==> src/rtl/fft_pkg.sv <==
// Shared types and defaults for the FFT run scheduler.
// Holds the scheduler state enum, the SRAM owner select and size limits.
package fft_pkg;

   localparam int ADDR_W_DEF    = 8;
   localparam int DATA_W_DEF    = 128;
   localparam int MAX_POINT_CFG = 4;

   typedef enum logic [1:0] {
      IDLE,
      RUN,
      DRAIN,
      DONE
   } sched_state_t;

   typedef enum logic [1:0] {
      OWN_NONE,
      OWN_HOST,
      OWN_FFT
   } owner_t;

endpackage

==> src/rtl/sram_port_mux.sv <==
// Combinational SRAM port steering between host and FFT engine.
// Ports: i_owner select, host/FFT address+data+we in, SRAM ports out.
module sram_port_mux
   import fft_pkg::*;
#(
   parameter int ADDR_W = ADDR_W_DEF,
   parameter int DATA_W = DATA_W_DEF
) (
   input  logic [1:0]        i_owner,
   input  logic              i_host_we,
   input  logic [ADDR_W-1:0] i_host_addr,
   input  logic [DATA_W-1:0] i_host_wdata,
   input  logic [ADDR_W-1:0] i_fft_raddr1,
   input  logic [ADDR_W-1:0] i_fft_raddr2,
   input  logic [ADDR_W-1:0] i_fft_waddr1,
   input  logic [ADDR_W-1:0] i_fft_waddr2,
   input  logic [DATA_W-1:0] i_fft_wdata1,
   input  logic [DATA_W-1:0] i_fft_wdata2,
   input  logic              i_fft_we,
   output logic [ADDR_W-1:0] o_sram_raddr1,
   output logic [ADDR_W-1:0] o_sram_raddr2,
   output logic [ADDR_W-1:0] o_sram_waddr1,
   output logic [ADDR_W-1:0] o_sram_waddr2,
   output logic [DATA_W-1:0] o_sram_wdata1,
   output logic [DATA_W-1:0] o_sram_wdata2,
   output logic              o_sram_we1,
   output logic              o_sram_we2
);

   always_comb begin
      o_sram_raddr1 = '0;
      o_sram_raddr2 = '0;
      o_sram_waddr1 = '0;
      o_sram_waddr2 = '0;
      o_sram_wdata1 = '0;
      o_sram_wdata2 = '0;
      o_sram_we1    = 1'b0;
      o_sram_we2    = 1'b0;
      unique case (1'b1)
         (i_owner == OWN_HOST): begin
            if (i_host_we) begin
               o_sram_waddr1 = i_host_addr;
               o_sram_wdata1 = i_host_wdata;
               o_sram_we1    = 1'b1;
            end else begin
               o_sram_raddr1 = i_host_addr;
            end
         end
         (i_owner == OWN_FFT): begin
            o_sram_raddr1 = i_fft_raddr1;
            o_sram_raddr2 = i_fft_raddr2;
            o_sram_waddr1 = i_fft_waddr1;
            o_sram_waddr2 = i_fft_waddr2;
            o_sram_wdata1 = i_fft_wdata1;
            o_sram_wdata2 = i_fft_wdata2;
            o_sram_we1    = i_fft_we;
            o_sram_we2    = i_fft_we;
         end
         default: ;
      endcase
   end

endmodule

==> src/rtl/fft_sram_sched.sv <==
// Run controller and SRAM port scheduler between host and fft_top.
// Ports: start/abort/config control, host SRAM access, FFT link, SRAM.
module fft_sram_sched
   import fft_pkg::*;
#(
   parameter int ADDR_W         = ADDR_W_DEF,
   parameter int DATA_W         = DATA_W_DEF,
   parameter int DRAIN_CYCLES   = 4,
   parameter int TIMEOUT_CYCLES = 4096
) (
   input  logic              clk,
   input  logic              rstn,
   input  logic              i_start,
   input  logic              i_abort,
   input  logic [2:0]        i_point_config,
   output logic              o_busy,
   output logic              o_done,
   output logic              o_err,
   input  logic              i_host_req,
   input  logic              i_host_we,
   input  logic [ADDR_W-1:0] i_host_addr,
   input  logic [DATA_W-1:0] i_host_wdata,
   output logic              o_host_gnt,
   output logic [DATA_W-1:0] o_host_rdata,
   output logic              o_host_rvalid,
   output logic              o_fft_working,
   output logic [2:0]        o_fft_point_config,
   input  logic              i_fft_done,
   input  logic [ADDR_W-1:0] i_fft_raddr1,
   input  logic [ADDR_W-1:0] i_fft_raddr2,
   input  logic [ADDR_W-1:0] i_fft_waddr1,
   input  logic [ADDR_W-1:0] i_fft_waddr2,
   input  logic [DATA_W-1:0] i_fft_wdata1,
   input  logic [DATA_W-1:0] i_fft_wdata2,
   input  logic              i_fft_we,
   output logic [ADDR_W-1:0] o_sram_raddr1,
   output logic [ADDR_W-1:0] o_sram_raddr2,
   output logic [ADDR_W-1:0] o_sram_waddr1,
   output logic [ADDR_W-1:0] o_sram_waddr2,
   output logic [DATA_W-1:0] o_sram_wdata1,
   output logic [DATA_W-1:0] o_sram_wdata2,
   output logic              o_sram_we1,
   output logic              o_sram_we2,
   input  logic [DATA_W-1:0] i_sram_rdata1
);

   localparam int WD_W = $clog2(TIMEOUT_CYCLES);
   localparam int DC_W = $clog2(DRAIN_CYCLES + 1);

   sched_state_t    state;
   logic [WD_W-1:0] wd_cnt;
   logic [DC_W-1:0] drain_cnt;
   logic [1:0]      owner;
   logic            fft_owns;

   assign fft_owns   = (state == RUN) || (state == DRAIN);
   // Start beats a same-cycle host request; the host simply retries.
   assign o_host_gnt = i_host_req && (state == IDLE) && !i_start;

   // Abort cuts the FFT off the SRAM in the very cycle it is raised.
   always_comb begin
      owner = OWN_NONE;
      if (o_host_gnt) begin
         owner = OWN_HOST;
      end else if (fft_owns && !i_abort) begin
         owner = OWN_FFT;
      end
   end

   sram_port_mux #(
      .ADDR_W (ADDR_W),
      .DATA_W (DATA_W)
   ) u_mux (
      .i_owner       (owner),
      .i_host_we     (i_host_we),
      .i_host_addr   (i_host_addr),
      .i_host_wdata  (i_host_wdata),
      .i_fft_raddr1  (i_fft_raddr1),
      .i_fft_raddr2  (i_fft_raddr2),
      .i_fft_waddr1  (i_fft_waddr1),
      .i_fft_waddr2  (i_fft_waddr2),
      .i_fft_wdata1  (i_fft_wdata1),
      .i_fft_wdata2  (i_fft_wdata2),
      .i_fft_we      (i_fft_we),
      .o_sram_raddr1 (o_sram_raddr1),
      .o_sram_raddr2 (o_sram_raddr2),
      .o_sram_waddr1 (o_sram_waddr1),
      .o_sram_waddr2 (o_sram_waddr2),
      .o_sram_wdata1 (o_sram_wdata1),
      .o_sram_wdata2 (o_sram_wdata2),
      .o_sram_we1    (o_sram_we1),
      .o_sram_we2    (o_sram_we2)
   );

   always_ff @(posedge clk or negedge rstn) begin
      if (!rstn) begin
         state              <= IDLE;
         wd_cnt             <= '0;
         drain_cnt          <= '0;
         o_busy             <= 1'b0;
         o_done             <= 1'b0;
         o_err              <= 1'b0;
         o_fft_working      <= 1'b0;
         o_fft_point_config <= '0;
         o_host_rdata       <= '0;
         o_host_rvalid      <= 1'b0;
      end else begin
         o_done        <= 1'b0;
         o_err         <= 1'b0;
         o_host_rvalid <= o_host_gnt && !i_host_we;
         if (o_host_gnt && !i_host_we) begin
            o_host_rdata <= i_sram_rdata1;
         end
         unique case (state)
            IDLE: begin
               if (i_start) begin
                  if (i_point_config <= 3'(MAX_POINT_CFG)) begin
                     o_fft_point_config <= i_point_config;
                     state              <= RUN;
                     o_fft_working      <= 1'b1;
                     o_busy             <= 1'b1;
                     wd_cnt             <= '0;
                  end else begin
                     o_err <= 1'b1;
                  end
               end
            end
            RUN: begin
               if (i_abort) begin
                  state         <= IDLE;
                  o_fft_working <= 1'b0;
                  o_busy        <= 1'b0;
                  o_err         <= 1'b1;
               end else if (i_fft_done) begin
                  state         <= DRAIN;
                  o_fft_working <= 1'b0;
                  drain_cnt     <= '0;
               end else if (wd_cnt == WD_W'(TIMEOUT_CYCLES - 1)) begin
                  state         <= IDLE;
                  o_fft_working <= 1'b0;
                  o_busy        <= 1'b0;
                  o_err         <= 1'b1;
               end else begin
                  wd_cnt <= wd_cnt + 1'b1;
               end
            end
            DRAIN: begin
               if (i_abort) begin
                  state  <= IDLE;
                  o_busy <= 1'b0;
                  o_err  <= 1'b1;
               end else if (drain_cnt == DC_W'(DRAIN_CYCLES - 1)) begin
                  state  <= DONE;
                  o_busy <= 1'b0;
                  o_done <= 1'b1;
               end else begin
                  drain_cnt <= drain_cnt + 1'b1;
               end
            end
            DONE: state <= IDLE;
            default: state <= IDLE;
         endcase
      end
   end

endmodule

==> config.mk <==
export PLATFORM = sky130hd
export DESIGN_NAME = fft_sram_sched
export DESIGN_NICKNAME = d
export VERILOG_FILES = /design/src/rtl/fft_pkg.sv /design/src/rtl/sram_port_mux.sv /design/src/rtl/fft_sram_sched.sv
export SDC_FILE = /design/constraint.sdc
export NUM_CORES = 1
export LEC_CHECK = 0
export CORE_AREA = 2 2 382 384
export CTS_CLUSTER_SIZE = 10
export DETAILED_ROUTE_END_ITERATION = 8
export DIE_AREA = 0 0 384 386
export GPL_ROUTABILITY_DRIVEN = 0
export HOLD_SLACK_MARGIN = 0.1
export SLEW_MARGIN = 20
export SYNTH_ARGS = -nofsm -noshare
export SYNTH_HDL_FRONTEND = slang
export SYNTH_SLANG_ARGS = --single-unit
==> constraint.sdc <==
create_clock -name clk -period 5.25 [get_ports clk]
set_clock_uncertainty 0.1 [all_clocks]
set_input_delay 0.525 -clock clk [delete_from_list [all_inputs] [get_ports clk]]
set_output_delay 0.525 -clock clk [all_outputs]
set_load 0.05 [all_outputs]
==> impl_metrics.env, run 1 <==
export IMPL_status="finished, final reports clean"
export IMPL_cts_root_buffer="clkbuf_16"
export IMPL_grt_pass1_wl_um=126000
export IMPL_wl_um=104000
export IMPL_maxCapViolations=0
export IMPL_hold_path_depth=1
export IMPL_setup_viol_count_final=0
export IMPL_design_area_sq_um=22300
export IMPL_syn2layout_area_growth_pct=126
export IMPL_pre_cts_ws_ns=1.08
export IMPL_switching_share_pct=56.3
export IMPL_drtPass1Iterations=5
export IMPL_hold_viol=0
export IMPL_power_frac_seq_pct=16.5
export IMPL_start_util_pct=6.81
export IMPL_cp_max_fo=48
export IMPL_ys_warn_count=0
export IMPL_ys_seq_elements=153
export IMPL_crit_slowest_cell="clkdlybuf4s50_1"
export IMPL_worstSetupStartpointType="register"
export IMPL_grt_pass1_vias=12322
export IMPL_reg2reg_from="state[0]$_DFFE_PN0P_"
export IMPL_timing_hold_ws_ns=0.382
export IMPL_overflow=0
export IMPL_yosysSeqAreaShare_pct=38.9
export IMPL_cts_tree="done"
export IMPL_ir_drop_mv=0.436
export IMPL_worstMarginPinSlew_ns=0.949
export IMPL_final_common_cell="clkdlybuf4s50_1"
export IMPL_n_fill_cell=16253
export IMPL_synth_ff_type="dfrtp_1"
export IMPL_final_cells=3980
export IMPL_async_reset_ff_share_pct=100
export IMPL_dieArea_sq_um=148000
export IMPL_slew_violations=0
export IMPL_via_per_inst=3.33
export IMPL_reg2reg_slack_ns=2.20
export IMPL_drc=0
export IMPL_ant_nets=0
export IMPL_vias=13239
export IMPL_startpoint="state[0]$_DFFE_PN0P_"
export IMPL_fmaxAchievable_mhz=226
export IMPL_syn_cell_area_sq_um=9840
export IMPL_seqCellArea_sq_um=3830
export IMPL_cp_common_cell="nand2_1"
export IMPL_layout_nets=2600
export IMPL_p_per_area_nw_per_um2=551
export IMPL_syn_nets=1678
export IMPL_r2r_cells=8
export IMPL_path_cells="inv_1, ha_1, nand2_1, or2_4, inv_4, buf_12, buf_4, nand3_1, nand2_1, clkdlybuf4s50_1"
export IMPL_layout_common_cells="976 x clkdlybuf4s50_1, 287 x nand3_1, 157 x nand2_1"
export IMPL_clk_path_buf_depth=2
export IMPL_htree_levels=4
export IMPL_wire_per_inst_um=26.1
export IMPL_multi_input_area_sq_um=5200
export IMPL_dp_hpwl_um=92300
export IMPL_p_int_uw=5360
export IMPL_pwr_share_comb_pct=73.2
export IMPL_fin_ws_ns=0.826
export IMPL_placed_cells=3926
export IMPL_slew_headroom_pct=36.2
export IMPL_tns_ns=0
export IMPL_place_area_sq_um=21600
export IMPL_core_area_sq_um=145000
export IMPL_clk_pin_slew_worst_paths_ns=0.07
export IMPL_path_class="register to output port"
export IMPL_die_height_um=386
export IMPL_layout_drive_gt1_share_pct=5.19
export IMPL_min_path_type="register to register"
export IMPL_whs_endpoint="o_host_rdata[41]$_DFFE_PN0P_"
export IMPL_r2r_end="o_host_rdata[33]$_DFFE_PN0P_"
export IMPL_rsz0062_at_grt="no"
export IMPL_worstPathRequired_ns=4.62
export IMPL_die_x_um=384
export IMPL_numCtsBuffers=17
export IMPL_critical_path_max_stage_delay_ns=0.81
export IMPL_hold_start="o_host_rdata[41]$_DFFE_PN0P_"
export IMPL_cts_num_sinks=153
export IMPL_grt_max_degree=141
export IMPL_p_leak_uw=0.00895
export IMPL_clkPwrFrac_pct=10.3
export IMPL_drt_initial_drc_count=922
export IMPL_min_period_ns=4.42
export IMPL_cp_arrival_ns=3.80
export IMPL_synth_distinct_cells=48
export IMPL_post_route_period_util_pct=84.3
export IMPL_syn_inst=1107
export IMPL_cp_end_kind="output port"
export IMPL_portBuffers=989
export IMPL_antenna_found_initial=132
export IMPL_synth_area_per_cell_sq_um=8.89
export IMPL_io_pins=990
export IMPL_clk_latency_ns=0.45
export IMPL_track_usage_pct=13.1
export IMPL_rows=140
export IMPL_synth_edf_count=0
export IMPL_switching_power_uw=6920
flip-flops by register name, indices dropped and copies added, names as in the netlist:
| register | cells |
|---|---|
| o_fft_point_config | 3 |
| o_busy | 1 |
| o_host_rvalid | 1 |
| o_done | 1 |
| o_err | 1 |
| drain_cnt | 3 |
| o_fft_working | 1 |
| o_host_rdata | 128 |
| state | 2 |
| wd_cnt | 12 |
routing by layer:
metal	routed length (um)	track usage (%)
met2	51400	22.5
met5	979	1.10
met3	16600	9.84
met4	2390	3.14
met1	32600	12.1
worst max path at each step:
stage	cells past startpoint	to	slack (ns)
after floorplan	8	o_sram_raddr1[3]	2.05
after global placement	6	o_sram_wdata2[60]	1.08
after detailed placement	6	o_sram_wdata2[58]	1.08
after CTS	10	o_sram_wdata1[114]	0.79
after global routing	10	o_sram_wdata1[114]	0.60
final	10	o_sram_wdata1[114]	0.83
final cells by class:
class | instances | share of cell area, %
repair buffers | 1019 | 45.7
multi-input cells | 831 | 23.3
flip-flops and latches | 153 | 17.2
well taps | 1917 | 10.8
clock buffers | 20 | 2.10
clock inverters | 12 | 0.567
diodes | 21 | 0.236
inverters | 7 | 0.129
logic make-up after synthesis:
| logic type | count (synthesis) | share of synthesized area (%) |
|---|---|---|
| simple gates | 638 | 33.0 |
| flops | 153 | 38.9 |
| mux | 135 | 15.4 |
| buf+inv | 123 | 8.36 |
| compound gates | 40 | 2.39 |
| xor+xnor | 10 | 0.890 |
| fa+ha+maj | 8 | 1.02 |
through the flow:
stage / utilization, % / power, uW
2_1_floorplan: - / 7500
3_3_place_gp: 15.0 / 11100
3_5_place_dp: 15.0 / 11100
4_1_cts: 15.4 / 12400
5_1_grt: 15.4 / 12800
6_report: 15.4 / 12300
cells in the mapped netlist, drive strengths merged, types with 2 or more instances:
| master | instances | area share [%] |
|---|---|---|
| inv | 7 | 0.27 |
| a21oi | 5 | 0.29 |
| nand2b | 13 | 0.83 |
| clkbuf | 46 | 1.8 |
| and2 | 2 | 0.13 |
| nor3 | 5 | 0.36 |
| nand2 | 157 | 6.0 |
| dfrtp | 153 | 39 |
| xor2 | 8 | 0.71 |
| ha | 8 | 1.0 |
| nor2b | 4 | 0.25 |
| buf | 70 | 6.3 |
| nand4 | 3 | 0.19 |
| xnor2 | 2 | 0.18 |
| and3 | 150 | 9.5 |
| mux2i | 3 | 0.31 |
| o21ai | 25 | 1.3 |
| or2 | 2 | 0.15 |
| and4 | 2 | 0.19 |
| mux2 | 132 | 15 |
| nor2 | 9 | 0.42 |
| nand3 | 288 | 15 |
timing repair:
| item | in CTS | in global routing |
|---|---|---|
| resized for setup | 0 | 0 |
| hold endpoints to repair | 71 | 0 |
| hold buffers | 1 | 0 |
| buffers inserted | 0 | 0 |
power by group through the flow:
stage / Combinational, uW / Clock (uW) / Sequential (uW)
after floorplan: 3650 / 0 / 3850
after global placement: 9040 / 0 / 2020
after detailed placement: 9070 / 0 / 2050
after CTS: 9090 / 1320 / 2030
after global routing: 9330 / 1360 / 2090
final: 8990 / 1270 / 2020
critical path: cells and delay by family (launching register included):
family | cells | cell delay (ns)
and+or+nand+nor | 4 | 0.72
DFF | 1 | 0.42
buffers and inverters | 5 | 1.74
adders and majority gates | 1 | 0.36
Note: power is estimated with default switching activity, not from simulation.
==> inputs of run 2 (changes only) <==
Settings changed: CORE_AREA 2 2 382 384 to 2 2 383 385, DIE_AREA 0 0 384 386 to 0 0 385 387.
Clock period 5.25 ns to 4.2 ns, I/O delays scaled along.
==> run 2 against run 1 <==
Largest power group unchanged. Worst hold slack gained 0.0029 ns. Wire length decreased by 6.3%. Register-to-register slack got worse by 1.1 ns. Via count fell by 1.7%. Final cell count down 0.28%. Highest routed layer unchanged. Combinational power rose by 36%.
==> impl_metrics.env, run 2 (synthesis results as in run 1) <==
export IMPL_status="finished, final reports clean"
export IMPL_min_period_ns=4.06
export IMPL_core_area_sq_um=145000
export IMPL_pwr_share_comb_pct=75.4
export IMPL_hold_viol=0
export IMPL_cts_post_setup_buffers_inserted=0
export IMPL_reg2reg_from="state[0]$_DFFE_PN0P_"
export IMPL_syn2layout_area_growth_pct=137
export IMPL_setup_viol_count_final=0
export IMPL_top_regs="o_host_rdata: 128 flops, wd_cnt: 12 flops"
export IMPL_antenna_found_initial=88
export IMPL_die_height_um=387
export IMPL_cts_tree="done"
export IMPL_worstSetupStartpointType="register"
export IMPL_cts_num_sinks=153
export IMPL_fmaxAchievable_mhz=246
export IMPL_grt_use_met1_pct=13.0
export IMPL_layout_drive_gt1_share_pct=18.4
export IMPL_timing_hold_ws_ns=0.385
export IMPL_grt_busiest_layer="met2"
export IMPL_met3_usage_pct=7.26
export IMPL_slew_violations=0
export IMPL_switching_share_pct=55.6
export IMPL_ir_drop_mv=0.314
export IMPL_path_class="register to output port"
export IMPL_r2r_cells=8
export IMPL_crit_end="o_sram_wdata1[87]"
export IMPL_io_pins=990
export IMPL_p_leak_uw=0.00984
export IMPL_maxCapViolations=0
export IMPL_htree_levels=4
export IMPL_min_path_type="register to register"
export IMPL_largest_register="o_host_rdata"
export IMPL_rows=140
export IMPL_cp_arrival_ns=3.54
export IMPL_cp_max_fo=51
export IMPL_met2_usage_pct=21.1
export IMPL_p_per_area_nw_per_um2=697
export IMPL_final_common_cell="clkdlybuf4s50_1"
export IMPL_clkPwrFrac_pct=9.0
export IMPL_overflow=0
export IMPL_numCtsBuffers=17
export IMPL_p_int_uw=7210
export IMPL_clk_path_buf_depth=2
export IMPL_slew_headroom_pct=28.5
export IMPL_layout_common_cells="703 x clkdlybuf4s50_1, 287 x nand3_1, 161 x buf_4"
export IMPL_start_util_pct=6.79
export IMPL_grt_pass1_wl_um=123000
export IMPL_r2r_end="o_host_rdata[107]$_DFFE_PN0P_"
export IMPL_grt_pass1_vias=12585
export IMPL_reg2reg_slack_ns=1.06
export IMPL_dieArea_sq_um=149000
export IMPL_largest_reg_flops=128
export IMPL_via_per_inst=3.28
export IMPL_portBuffers=989
export IMPL_drt_initial_drc_count=795
export IMPL_tns_ns=0
export IMPL_vias=13014
export IMPL_drtPass1Iterations=7
export IMPL_switching_power_uw=9020
export IMPL_grt_max_degree=118
export IMPL_wl_um=97500
export IMPL_post_route_period_util_pct=96.7
export IMPL_wire_per_inst_um=24.6
export IMPL_startpoint="state[0]$_DFFE_PN0P_"
export IMPL_power_frac_seq_pct=15.6
export IMPL_worstMarginPinSlew_ns=1.07
export IMPL_cp_end_kind="output port"
export IMPL_clk_latency_ns=0.44
export IMPL_track_usage_pct=12.4
export IMPL_drc=0
export IMPL_dp_hpwl_um=87200
export IMPL_die_x_um=385
export IMPL_worstPathRequired_ns=3.68
export IMPL_clk_pin_slew_worst_paths_ns=0.07
export IMPL_layout_nets=2596
export IMPL_cts_root_buffer="clkbuf_16"
export IMPL_ant_nets=0
## run 2: cell count changes in the layout (fill, tap and decap cells not counted), sizes merged
cell	change
buf	+269
inv	-2
clkbuf	-2
diode	-7
clkinv	+4
clkdlybuf4s50	-273
clkinvlp	+1
bufinv	-1
## run 2: routing by layer
metal  wire [um]  vias up  part of all wire (%)
met5         615        -                  0.63
met4        2540      100                   2.6
met3       13100      179                    13
met2       46700      747                    48
met1       34500     6240                    35
li1            -     5748                     -
## run 2: worst min path at each step
stage                                         endpoint                    startpoint  depth (start not counted)
after global routing      o_host_rdata[99]$_DFFE_PN0P_  o_host_rdata[99]$_DFFE_PN0P_                          1
after floorplan               drain_cnt[0]$_DFFE_PN0P_                          rstn                          0
final                     o_host_rdata[92]$_DFFE_PN0P_  o_host_rdata[92]$_DFFE_PN0P_                          1
after global placement        drain_cnt[2]$_DFFE_PN0P_      drain_cnt[2]$_DFFE_PN0P_                          2
after detailed placement  o_host_rdata[99]$_DFFE_PN0P_  o_host_rdata[99]$_DFFE_PN0P_                          1
after CTS                 o_host_rdata[92]$_DFFE_PN0P_  o_host_rdata[92]$_DFFE_PN0P_                          1
## run 2: worst max-delay path, cell delays in order (launching register included)
cell     delay [ns]
dfrtp_1        0.42
inv_1          0.12
ha_1           0.29
nand2_1        0.08
or2_4          0.47
inv_6          0.50
buf_4          0.45
nand3_1        0.12
nand2_1        0.27
buf_12         0.18
## run 2: what timing repair did
| action | 4_1_cts | 5_1_grt |
|---|---|---|
| resized for setup | 0 | 1 |
| endpoints found under the setup margin | 0 | 1 |
| hold endpoints to repair | 98 | 0 |
| hold buffers | 1 | 0 |
## run 2: through the flow
step | area, sq um | setup slack, ns | utilization, % | total power [uW] | instances
after floorplan | 9840 | 1.10 | - | 9380 | 1107
after global placement | 22700 | 0.450 | 15.7 | 14800 | 3922
after detailed placement | 22700 | 0.444 | 15.7 | 14900 | 3922
after CTS | 23200 | 0.0781 | 16.0 | 16400 | 3955
after global routing | 23300 | -0.000367 | 16.1 | 16800 | 3957
final | 23300 | 0.139 | 16.1 | 16200 | 3969
## run 2: power groups by stage
stage	logic [uW]	registers (uW)	clock network, uW
after global placement	12300	2520	0
after floorplan	4560	4820	0
after CTS	12400	2530	1510
final	12200	2530	1460
after global routing	12600	2610	1580
after detailed placement	12400	2560	0
## run 2: final cells by class
type	instances	area (sq um)
Tap cell	1917	2400
Timing Repair Buffer	1015	11200
Clock inverter	14	116
Antenna cell	14	35.0
Inverter	7	31.3
Fill cell	16213	122000
Clock buffer	18	429
Multi-Input combinational cell	831	5200
Sequential cell	153	3830
